**src/rtl/alu_seq_unit.sv**
```systemverilog
// Sequential ALU stage: single-cycle logic/arith ops with one cycle of latency,
// plus an iterative shift-add multiply that holds off upstream via in_ready.
module alu_seq_unit #(
    parameter int width = 32
) (
    input  logic             clk,
    input  logic             reset,
    input  logic             in_valid,
    output logic             in_ready,
    input  logic [4:0]       opcode,
    input  logic [width-1:0] alu_x,
    input  logic [width-1:0] alu_y,
    output logic             out_valid,
    output logic [width-1:0] result,
    output logic             flag_z,
    output logic             flag_n,
    output logic             flag_c,
    output logic             flag_v,
    output logic             illegal
);
    localparam int SW = $clog2(width);
    localparam int CW = $clog2(width) + 1;

    localparam logic [4:0] OP_ADD  = 5'b00000;
    localparam logic [4:0] OP_SUB  = 5'b00001;
    localparam logic [4:0] OP_AND  = 5'b00010;
    localparam logic [4:0] OP_OR   = 5'b00011;
    localparam logic [4:0] OP_XOR  = 5'b00100;
    localparam logic [4:0] OP_NOT  = 5'b00101;
    localparam logic [4:0] OP_SLL  = 5'b00110;
    localparam logic [4:0] OP_SRL  = 5'b00111;
    localparam logic [4:0] OP_SRA  = 5'b01000;
    localparam logic [4:0] OP_SLT  = 5'b01001;
    localparam logic [4:0] OP_SLTU = 5'b01010;
    localparam logic [4:0] OP_PASS = 5'b01011;
    localparam logic [4:0] OP_MUL  = 5'b01100;

    typedef enum logic {IDLE, MUL} state_t;

    state_t state, state_nxt;

    logic [2*width-1:0] mcand, acc, acc_nxt;
    logic [width-1:0]   mplier;
    logic [CW-1:0]      cnt;

    logic               accept, mul_done;
    logic [width-1:0]   alu_r;
    logic               alu_c, alu_v, alu_ill;
    logic [width:0]     sum, dif;
    logic [SW-1:0]      shamt;

    assign in_ready = (state == IDLE) && !reset;
    assign accept   = in_valid && in_ready;
    assign mul_done = (state == MUL) && (cnt == CW'(1));
    assign acc_nxt  = mplier[0] ? acc + mcand : acc;

    // Single-cycle datapath works straight off the inputs; it is only
    // sampled on the accept edge, which is where operands are "latched".
    always_comb begin
        sum     = {1'b0, alu_x} + {1'b0, alu_y};
        dif     = {1'b0, alu_x} - {1'b0, alu_y};
        shamt   = alu_y[SW-1:0];
        alu_r   = '0;
        alu_c   = 1'b0;
        alu_v   = 1'b0;
        alu_ill = 1'b0;
        case (opcode)
            OP_ADD: begin
                alu_r = sum[width-1:0];
                alu_c = sum[width];
                alu_v = (alu_x[width-1] == alu_y[width-1]) && (sum[width-1] != alu_x[width-1]);
            end
            OP_SUB: begin
                alu_r = dif[width-1:0];
                alu_c = dif[width];
                alu_v = (alu_x[width-1] != alu_y[width-1]) && (dif[width-1] != alu_x[width-1]);
            end
            OP_AND:  alu_r = alu_x & alu_y;
            OP_OR:   alu_r = alu_x | alu_y;
            OP_XOR:  alu_r = alu_x ^ alu_y;
            OP_NOT:  alu_r = ~alu_x;
            OP_SLL:  alu_r = alu_x << shamt;
            OP_SRL:  alu_r = alu_x >> shamt;
            OP_SRA:  alu_r = $unsigned($signed(alu_x) >>> shamt);
            OP_SLT:  alu_r = {{(width-1){1'b0}}, $signed(alu_x) < $signed(alu_y)};
            OP_SLTU: alu_r = {{(width-1){1'b0}}, alu_x < alu_y};
            OP_PASS: alu_r = alu_x;
            OP_MUL:  alu_r = '0;
            default: alu_ill = 1'b1;
        endcase
    end

    always_ff @(posedge clk) begin
        if (reset) state <= IDLE;
        else       state <= state_nxt;
    end

    always_comb begin
        state_nxt = state;
        case (state)
            IDLE:    if (accept && opcode == OP_MUL) state_nxt = MUL;
            MUL:     if (mul_done) state_nxt = IDLE;
            default: state_nxt = IDLE;
        endcase
    end

    always_ff @(posedge clk) begin
        if (reset) begin
            out_valid <= 1'b0;
            result    <= '0;
            flag_z    <= 1'b0;
            flag_n    <= 1'b0;
            flag_c    <= 1'b0;
            flag_v    <= 1'b0;
            illegal   <= 1'b0;
            mcand     <= '0;
            mplier    <= '0;
            acc       <= '0;
            cnt       <= '0;
        end else begin
            out_valid <= 1'b0;
            if (accept) begin
                if (opcode == OP_MUL) begin
                    mcand  <= {{width{1'b0}}, alu_x};
                    mplier <= alu_y;
                    acc    <= '0;
                    cnt    <= CW'(width);
                end else begin
                    out_valid <= 1'b1;
                    result    <= alu_r;
                    flag_z    <= (alu_r == '0);
                    flag_n    <= alu_r[width-1];
                    flag_c    <= alu_c;
                    flag_v    <= alu_v;
                    illegal   <= alu_ill;
                end
            end else if (state == MUL) begin
                acc    <= acc_nxt;
                mcand  <= mcand << 1;
                mplier <= mplier >> 1;
                cnt    <= cnt - CW'(1);
                // Final step's partial product is folded in via acc_nxt
                if (mul_done) begin
                    out_valid <= 1'b1;
                    result    <= acc_nxt[width-1:0];
                    flag_z    <= (acc_nxt[width-1:0] == '0);
                    flag_n    <= acc_nxt[width-1];
                    flag_c    <= 1'b0;
                    flag_v    <= |acc_nxt[2*width-1:width];
                    illegal   <= 1'b0;
                end
            end
        end
    end

endmodule
```
**config.mk**
```make
export PLATFORM = sky130hd
export DESIGN_NAME = alu_seq_unit
export DESIGN_NICKNAME = d
export VERILOG_FILES = /design/src/rtl/alu_seq_unit.sv
export SDC_FILE = /design/constraint.sdc
export NUM_CORES = 1
export LEC_CHECK = 0
export ABC_AREA = 0
export ABC_CLOCK_PERIOD_IN_PS = 5200
export CORE_MARGIN = 2
export CORE_UTILIZATION = 45
export CTS_CLUSTER_DIAMETER = 80
export DETAILED_ROUTE_END_ITERATION = 6
export HOLD_SLACK_MARGIN = 0.1
export PLACE_DENSITY = 0.67
export SYNTH_ARGS = -nofsm -noshare
export SYNTH_HDL_FRONTEND = slang
export SYNTH_SLANG_ARGS = --single-unit
```
**constraint.sdc**
```tcl
create_clock -name clk -period 5.2 [get_ports clk]
set_input_delay 0.52 -clock clk [delete_from_list [all_inputs] [get_ports clk]]
set_output_delay 0.52 -clock clk [all_outputs]
set_load 0.005 [all_outputs]
```
==> results of run 1 <==
## cells by family after synthesis
group                    after synthesis  synth area share [%]
adder cells (fa/ha/maj)              175                 9.365
multiplexers                         155                 9.646
AO/OA/AOI/OAI                       1014                 29.59
XOR/XNOR                              60                 2.225
flip-flops                           204                 17.29
AND/OR/NAND/NOR                     1236                 24.50
buffers and inverters                403                 7.384
## report_power, final
| part | internal (mW) | switching [mW] |
|---|---|---|
| Combinational | 0.596 | 1.04 |
| Clock | 1.06 | 0.746 |
| Sequential | 1.58 | 0.0197 |
| Total | 3.23 | 1.81 |
## state kept, by name, summed over array words and instances (netlist names)
register   cells
acc           64
cnt            6
state          1
out_valid      1
mcand         64
mplier        32
flag_z         1
flag_c         1
result        32
flag_v         1
illegal        1
## worst reg2reg max path, delay by kind of cell (launching register included)
kind | cells | cell delay (ps)
adder cells (fa/ha/maj) | 1 | 480
AO/OA/AOI/OAI | 9 | 3050
flip-flops | 1 | 330
AND/OR/NAND/NOR | 3 | 920
## metrics by stage
stage          cell area (um2)  setup WS (ps)  hold slack [ps]
2_1_floorplan            23620          638.0            448.1
3_3_place_gp             26240          24.13            439.7
3_5_place_dp             26240          136.2            445.4
4_1_cts                  27060          425.6            339.5
5_1_grt                  27060          58.86            365.7
6_report                 27060          263.5            358.0
## cell usage after synthesis (all sizes together) (9+ instances only)
cell type  instances  area, um2
xor2              18      157.7
or2               12      75.08
nor4              32      200.2
o21ai            137      685.7
o31ai             20      163.9
o22ai             19      118.9
dfxtp            204       4084
mux4              53       1194
a311oi            74      648.1
o2111ai           22      192.7
and3              79      494.2
a21oi            293       1478
and2              16      100.1
o21bai            15      112.6
a2111oi           21      211.5
o221ai            21      183.9
a31oi             45      281.5
nand2            375       1408
nor3b              9      67.56
nor2b             36      225.2
nand2b            21      131.4
a221o             11      112.6
nand4             47      294.0
a211oi            55      422.9
a221oi            18      163.9
mux2i             64      653.1
nand3             53      265.3
nand3b             9      67.56
mux2              38      431.7
xnor2             42      367.9
a211o             17      151.4
o41ai             10      95.10
ha               172       2152
a21o              61      460.4
nor3              84      440.4
o211ai            43      322.8
clkbuf           203      845.8
or3               24      155.2
buf               76      404.1
inv              119      446.7
o311ai            11      113.9
a22oi             27      207.7
o21a              20      150.1
nor2             399       1500
## worst paths after layout
check,from,to,slack [ps],depth (start not counted)
hold / removal,reset,result[19],360,2
hold reg to reg,result[14],result[14],460,2
setup reg to reg,mcand[17],flag_v,260,13
setup / recovery,mcand[17],flag_v,260,13
## cell type report
class | count | share of cell area (%)
clock buffer | 31 | 2.469
sequential | 204 | 15.12
multi-input combinational | 2640 | 65.96
timing repair buffer | 349 | 11.04
tap | 680 | 3.144
antenna | 2 | 0.01849
inverter | 123 | 1.706
clock inverter | 10 | 0.5455
## layer usage
layer | global-route usage, % | vias to the layer above | part of all wire, %
met5 | 0 | - | 0.010
met4 | 18.51 | 2 | 5.3
met3 | 11.73 | 320 | 13
met2 | 60.09 | 1937 | 40
met1 | 59.36 | 13418 | 42
li1 | - | 12225 | -
==> impl_results.rst, run 1 <==
.. list-table::
   :header-rows: 1

   * - Metric
     - Value
   * - Run status
     - complete, but fails checks
   * - Failing checks
     - design-rule violations
   * - Headroom to the max-slew limit
     - 25.80%
   * - Clk Latency, worst-skew pair
     - 550 ps
   * - Gate Count Post-Synth
     - 3247
   * - Worst path slowest cell
     - sky130_fd_sc_hd__a2111oi_0
   * - Type of element capturing the critical path
     - flop
   * - Classification of the worst setup path
     - flop to flop
   * - Starting Density
     - 45.76%
   * - Routed Wire Length
     - 118300 um
   * - Register area share after synthesis
     - 17.29%
   * - Distinct cells, synth
     - 118
   * - Number of fill cells in the layout
     - 5066
   * - Sinks on Clock Net
     - 204
   * - Fraction of final layout cells sized beyond drive strength 1
     - 13.52%
   * - Highest cell delay on the worst timing path
     - 750 ps
   * - Routed wirelength normalized by instance count
     - 29.29 um
   * - Die outline width
     - 233.1 um
   * - Number of hold buffers added after CTS
     - 0
   * - Finished Layout Cells
     - 4039
   * - Largest delay share family, worst path
     - compound AO/OA/AOI/OAI gates
   * - Area grow syn2layout
     - 14.58%
   * - Kind of path behind the tightest hold check
     - input pin to flop
   * - Maximum clock skew at final layout
     - 17.91 ps
   * - Antenna Nets Post-Route
     - 0
   * - Nets
     - 3590
   * - Endpoints failing setup
     - 0
   * - Global routing usage summed across all routing layers
     - 42.37%
   * - RSZ-0062 raised after global routing
     - no
   * - Post-synthesis register bit count
     - 204
   * - Maximum fanout encountered on the critical timing path
     - 9
   * - Half-perimeter wire length after detailed placement
     - 91210 um
   * - Placeable core region
     - 0.05161 mm2
   * - Number of primary I/O pins
     - 111
   * - Minimum period implied by the final worst setup slack
     - 4937 ps
   * - Max Cap Viol
     - 0
   * - Number of antenna violations at the first check in global routing
     - 6
   * - Area of the die
     - 0.05434 mm2
   * - H-tree levels
     - 1
   * - Number of buffers between clock root and the deepest sink
     - 3
   * - WP buf/inv
     - 0
   * - Number of global-route vias before repair
     - 25504
   * - Floorplan die height
     - 233.1 um
   * - Post-Synthesis Cell Area
     - 0.02362 mm2
   * - Cell chain of the critical path
     - ha_1 -> a21oi_1 -> o221ai_1 -> a22oi_1 -> a31oi_1 -> a21o_1 -> a311o_1 -> o311ai_1 -> or3_1 -> a2111oi_0 -> nand4_1 -> nor4_1 -> a31oi_1
   * - Kind of start point of the critical path
     - flop
   * - Storage cell area
     - 0.004091 mm2
   * - Std-Cell Rows
     - 83
   * - GRT Residual Overflow
     - 0
   * - Transition time of the tightest slew-check pin
     - 1109 ps
   * - Post-CTS setup buffers
     - 0
   * - Vias post-DR
     - 27902
   * - Synthesis warning total
     - 0
   * - Mean area per synthesized cell
     - 7.274 um2
   * - Data arrival time at the worst-slack endpoint
     - 5340 ps
   * - Number of cells in the design after placement
     - 3996
   * - Max-slew violation count
     - 0
   * - Final cycle utilization of the critical path
     - 94.93%
   * - Share of the core filled with cells in the final layout
     - 52.44%
   * - Via density per instance
     - 6.908
   * - TritonCTS buffer count
     - 25
   * - Area of the multi-input gates
     - 0.01785 mm2
   * - Power density normalized to cell area
     - 186.3 mW/mm2
   * - 1st-iter DRT viols
     - 4094
   * - Share of flip-flops with an asynchronous set or reset after synthesis
     - 0%
   * - Total power draw
     - 5.042 mW
   * - Lkg Pwr
     - 10.82 nW
   * - Number of flops mapped to enable cells by yosys
     - 0
   * - Global placer's final weighted congestion
     - 1.052
   * - Pre-antenna DRT Iters
     - 7
   * - Buffer type at the clock tree root
     - sky130_fd_sc_hd__clkbuf_16
   * - Number of input and output port buffers inserted
     - 110
   * - Total negative setup slack
     - 0 ps
   * - Hold Vio Cnt, Final
     - 0
   * - Commonest cells after routing, fill and taps aside
     - sky130_fd_sc_hd__nor2_1, sky130_fd_sc_hd__nand2_1, sky130_fd_sc_hd__a21oi_1, sky130_fd_sc_hd__buf_4, sky130_fd_sc_hd__dfxtp_1
   * - Timing-limited maximum frequency
     - 202.6 MHz
   * - Clock transition time at the flip-flop clock pins of the worst setup and hold paths
     - 60 ps
   * - Top cell by count, worst path
     - sky130_fd_sc_hd__a31oi_1
   * - Number of design rule violations left after detail routing
     - 12
   * - Prevailing post-synth register cell
     - sky130_fd_sc_hd__dfxtp_1
   * - Worst Path Required
     - 5610 ps
   * - Clock tree from TritonCTS
     - yes
   * - Global-route wire length before repair
     - 171600 um
   * - Pin count of the biggest net entering global routing
     - 88
   * - Leading cell type in the layout, fill and taps excluded
     - sky130_fd_sc_hd__nor2_1
   * - # resized after CTS
     - 0
   * - Worst voltage drop across the vdd grid
     - 277.5 uV
   * - Post-synthesis net count
     - 3494
Power figures use the tool's default switching activity.
==> run 2, diff against run 1 <==
--- a/config.mk
+++ b/config.mk
@@ -9,7 +9,6 @@
 export ABC_CLOCK_PERIOD_IN_PS = 5200
 export CORE_MARGIN = 2
 export CORE_UTILIZATION = 45
-export CTS_CLUSTER_DIAMETER = 80
 export DETAILED_ROUTE_END_ITERATION = 6
 export HOLD_SLACK_MARGIN = 0.1
 export PLACE_DENSITY = 0.67
==> run 2 against run 1 <==
  * The flow still finishes with violations (design-rule violations)
  * Flip-flop and latch count is the same
  * Critical path depth is the same
  * Total power shrank 0.43%
  * Sequential power is essentially flat
  * Global-route usage grew 0.065 points
==> impl_results.rst, run 2 (same netlist as run 1, synthesis figures left out) <==
.. list-table::
   :header-rows: 1

   * - Metric
     - Value
   * - Run status
     - complete, but fails checks
   * - Failing checks
     - design-rule violations
   * - Worst min-delay path startpoint
     - reset
   * - RSZ-0062 raised after global routing
     - no
   * - Pre-antenna DRT Iters
     - 7 (unchanged)
   * - GRT Residual Overflow
     - 0 (unchanged)
   * - Antenna Nets Post-Route
     - 0 (unchanged)
   * - Worst Path Required
     - 5610 ps (about the same)
   * - Type of element capturing the critical path
     - flop
   * - Max-slew violation count
     - 0 (unchanged)
   * - Routed Wire Length
     - 118600 um (+0.24%)
   * - Largest registers
     - acc x64, mcand x64
   * - Placeable core region
     - 0.05161 mm2 (unchanged)
   * - Cell chain of the critical path
     - ha_1 -> a21oi_1 -> o21ai_0 -> a31oi_1 -> nand4b_1 -> a211o_1 -> a211oi_1 -> o221ai_1 -> a2111o_1 -> nor4_1 -> nand4_1 -> nor4_1 -> a31oi_1
   * - Half-perimeter wire length after detailed placement
     - 91210 um (unchanged)
   * - Global placer's final weighted congestion
     - 1.052 (unchanged)
   * - Finished Layout Cells
     - 4043 (+0.099%)
   * - Clk Latency, worst-skew pair
     - 570 ps (+20 ps)
   * - Post-DP Area
     - 0.02624 mm2 (unchanged)
   * - Worst setup path start
     - mcand[23]
   * - Starting Density
     - 45.76% (unchanged)
   * - Maximum fanout encountered on the critical timing path
     - 5 (-4)
   * - H-tree levels
     - 1 (unchanged)
   * - Max Cap Viol
     - 0 (unchanged)
   * - Total power draw
     - 5.020 mW (-0.43%)
   * - Global routing usage summed across all routing layers
     - 42.43% (+0.065 points)
   * - WP buf/inv
     - 0 (unchanged)
   * - Headroom to the max-slew limit
     - 26.44% (+0.64 points)
   * - Lkg Pwr
     - 10.81 nW (about the same)
   * - Number of global-route vias before repair
     - 25526 (+0.086%)
   * - Clock tree from TritonCTS
     - yes
   * - Power density normalized to cell area
     - 185.6 mW/mm2 (-0.37%)
   * - Classification of the worst setup path
     - flop to flop
   * - Buffer type at the clock tree root
     - sky130_fd_sc_hd__clkbuf_16
   * - Worst voltage drop across the vdd grid
     - 239.7 uV (-14%)
   * - Sinks on Clock Net
     - 204 (unchanged)
   * - Hold Vio Cnt, Final
     - 0 (unchanged)
   * - Std-Cell Rows
     - 83 (unchanged)
   * - Worst path slowest cell
     - sky130_fd_sc_hd__nor4_1
   * - Global-route wire length before repair
     - 171900 um (+0.21%)
   * - Number of buffers between clock root and the deepest sink
     - 3 (unchanged)
   * - Share of the core filled with cells in the final layout
     - 52.41% (about the same)
   * - Timing-limited maximum frequency
     - 199.3 MHz (-1.6%)
   * - Commonest cells after routing, fill and taps aside
     - sky130_fd_sc_hd__nor2_1, sky130_fd_sc_hd__nand2_1, sky130_fd_sc_hd__a21oi_1, sky130_fd_sc_hd__buf_4, sky130_fd_sc_hd__dfxtp_1
   * - Highest cell delay on the worst timing path
     - 530 ps (-220 ps)
   * - Routed wirelength normalized by instance count
     - 29.33 um (+0.14%)
   * - Clock transition time at the flip-flop clock pins of the worst setup and hold paths
     - 60 ps (about the same)
   * - Via density per instance
     - 6.918 (+0.14%)
   * - Area of the die
     - 0.05434 mm2 (unchanged)
   * - TritonCTS buffer count
     - 25 (unchanged)
   * - Number of primary I/O pins
     - 111 (unchanged)
   * - Slack of the critical path
     - 182.2 ps (-81.24 ps)
   * - Number of design rule violations left after detail routing
     - 1 (-11)
   * - Minimum period implied by the final worst setup slack
     - 5018 ps (+81.24 ps)
   * - Final cycle utilization of the critical path
     - 96.50% (+1.6 points)
   * - Number of hold buffers added after CTS
     - 0 (unchanged)
   * - Kind of start point of the critical path
     - flop
   * - Total negative setup slack
     - 0 ps (unchanged)
   * - Number of antenna violations at the first check in global routing
     - 7 (+1)
   * - Transition time of the tightest slew-check pin
     - 1092 ps (-17.08 ps)
   * - Data arrival time at the worst-slack endpoint
     - 5430 ps (+90 ps)
   * - Floorplan die height
     - 233.1 um (unchanged)
   * - Reg2Reg Launch Point
     - mcand[23]
   * - Leading cell type in the layout, fill and taps excluded
     - sky130_fd_sc_hd__nor2_1
   * - Endpoints failing setup
     - 0 (unchanged)
   * - Nets
     - 3590 (unchanged)
   * - 1st-iter DRT viols
     - 4077 (-0.42%)
   * - Maximum clock skew at final layout
     - 31.03 ps (+13.12 ps)
   * - Worst hold-check slack
     - 360.9 ps (+2.856 ps)
   * - # resized after CTS
     - 0 (unchanged)
   * - Non-Filler Cell Area, Final
     - 0.02705 mm2 (about the same)
   * - Area grow syn2layout
     - 14.51% (about the same)
   * - Fraction of final layout cells sized beyond drive strength 1
     - 13.52% (about the same)
   * - Number of input and output port buffers inserted
     - 110 (unchanged)
   * - Pin count of the biggest net entering global routing
     - 88 (unchanged)
   * - Vias post-DR
     - 27970 (+0.24%)
   * - Largest delay share family, worst path
     - compound AO/OA/AOI/OAI gates
   * - Die outline width
     - 233.1 um (unchanged)
   * - Number of cells in the design after placement
     - 3996 (unchanged)
   * - Kind of path behind the tightest hold check
     - input pin to flop
   * - Pre-CTS worst setup slack
     - 136.2 ps (unchanged)
   * - Number of fill cells in the layout
     - 5071 (+0.099%)
   * - Post-CTS setup buffers
     - 0 (unchanged)
## run 2: path summary, 6_finish.rpt
path                     end  slack [ps]  cells after the start
hold / removal    result[21]         360                      2
setup reg to reg      flag_v         180                     13
hold reg to reg    mplier[9]         450                      2
setup / recovery      flag_v         180                     13
## run 2: metal layers
layer | track usage, % | share of wire (%) | up-vias
li1 | - | - | 12231
met4 | 18.63 | 5.2 | 0
met1 | 59.44 | 42 | 13505
met3 | 12.01 | 13 | 318
met5 | 0 | 0 | -
met2 | 59.96 | 40 | 1916
## run 2: cell type report
cell class | instances | area, um2 | area share [%]
Multi-Input combinational cell | 2640 | 17850 | 66.00
Sequential cell | 204 | 4091 | 15.13
Timing Repair Buffer | 349 | 2987 | 11.04
Tap cell | 680 | 850.8 | 3.146
Clock buffer | 32 | 671.9 | 2.484
Inverter | 123 | 461.7 | 1.707
Clock inverter | 10 | 121.4 | 0.4487
Antenna cell | 5 | 12.51 | 0.04626
## run 2: worst reg2reg max path, cell delays in order, from the launching register on
cell,delay [ps]
sky130_fd_sc_hd__dfxtp_1,430
sky130_fd_sc_hd__ha_1,320
sky130_fd_sc_hd__a21oi_1,370
sky130_fd_sc_hd__o21ai_0,380
sky130_fd_sc_hd__a31oi_1,460
sky130_fd_sc_hd__nand4b_1,330
sky130_fd_sc_hd__a211o_1,470
sky130_fd_sc_hd__a211oi_1,280
sky130_fd_sc_hd__o221ai_1,270
sky130_fd_sc_hd__a2111o_1,370
sky130_fd_sc_hd__nor4_1,530
sky130_fd_sc_hd__nand4_1,280
sky130_fd_sc_hd__nor4_1,260
sky130_fd_sc_hd__a31oi_1,130
## run 2: power by group
part | switching [mW] | internal [mW]
Clock | 0.771 | 1.01
Combinational | 1.04 | 0.596
Sequential | 0.0196 | 1.58
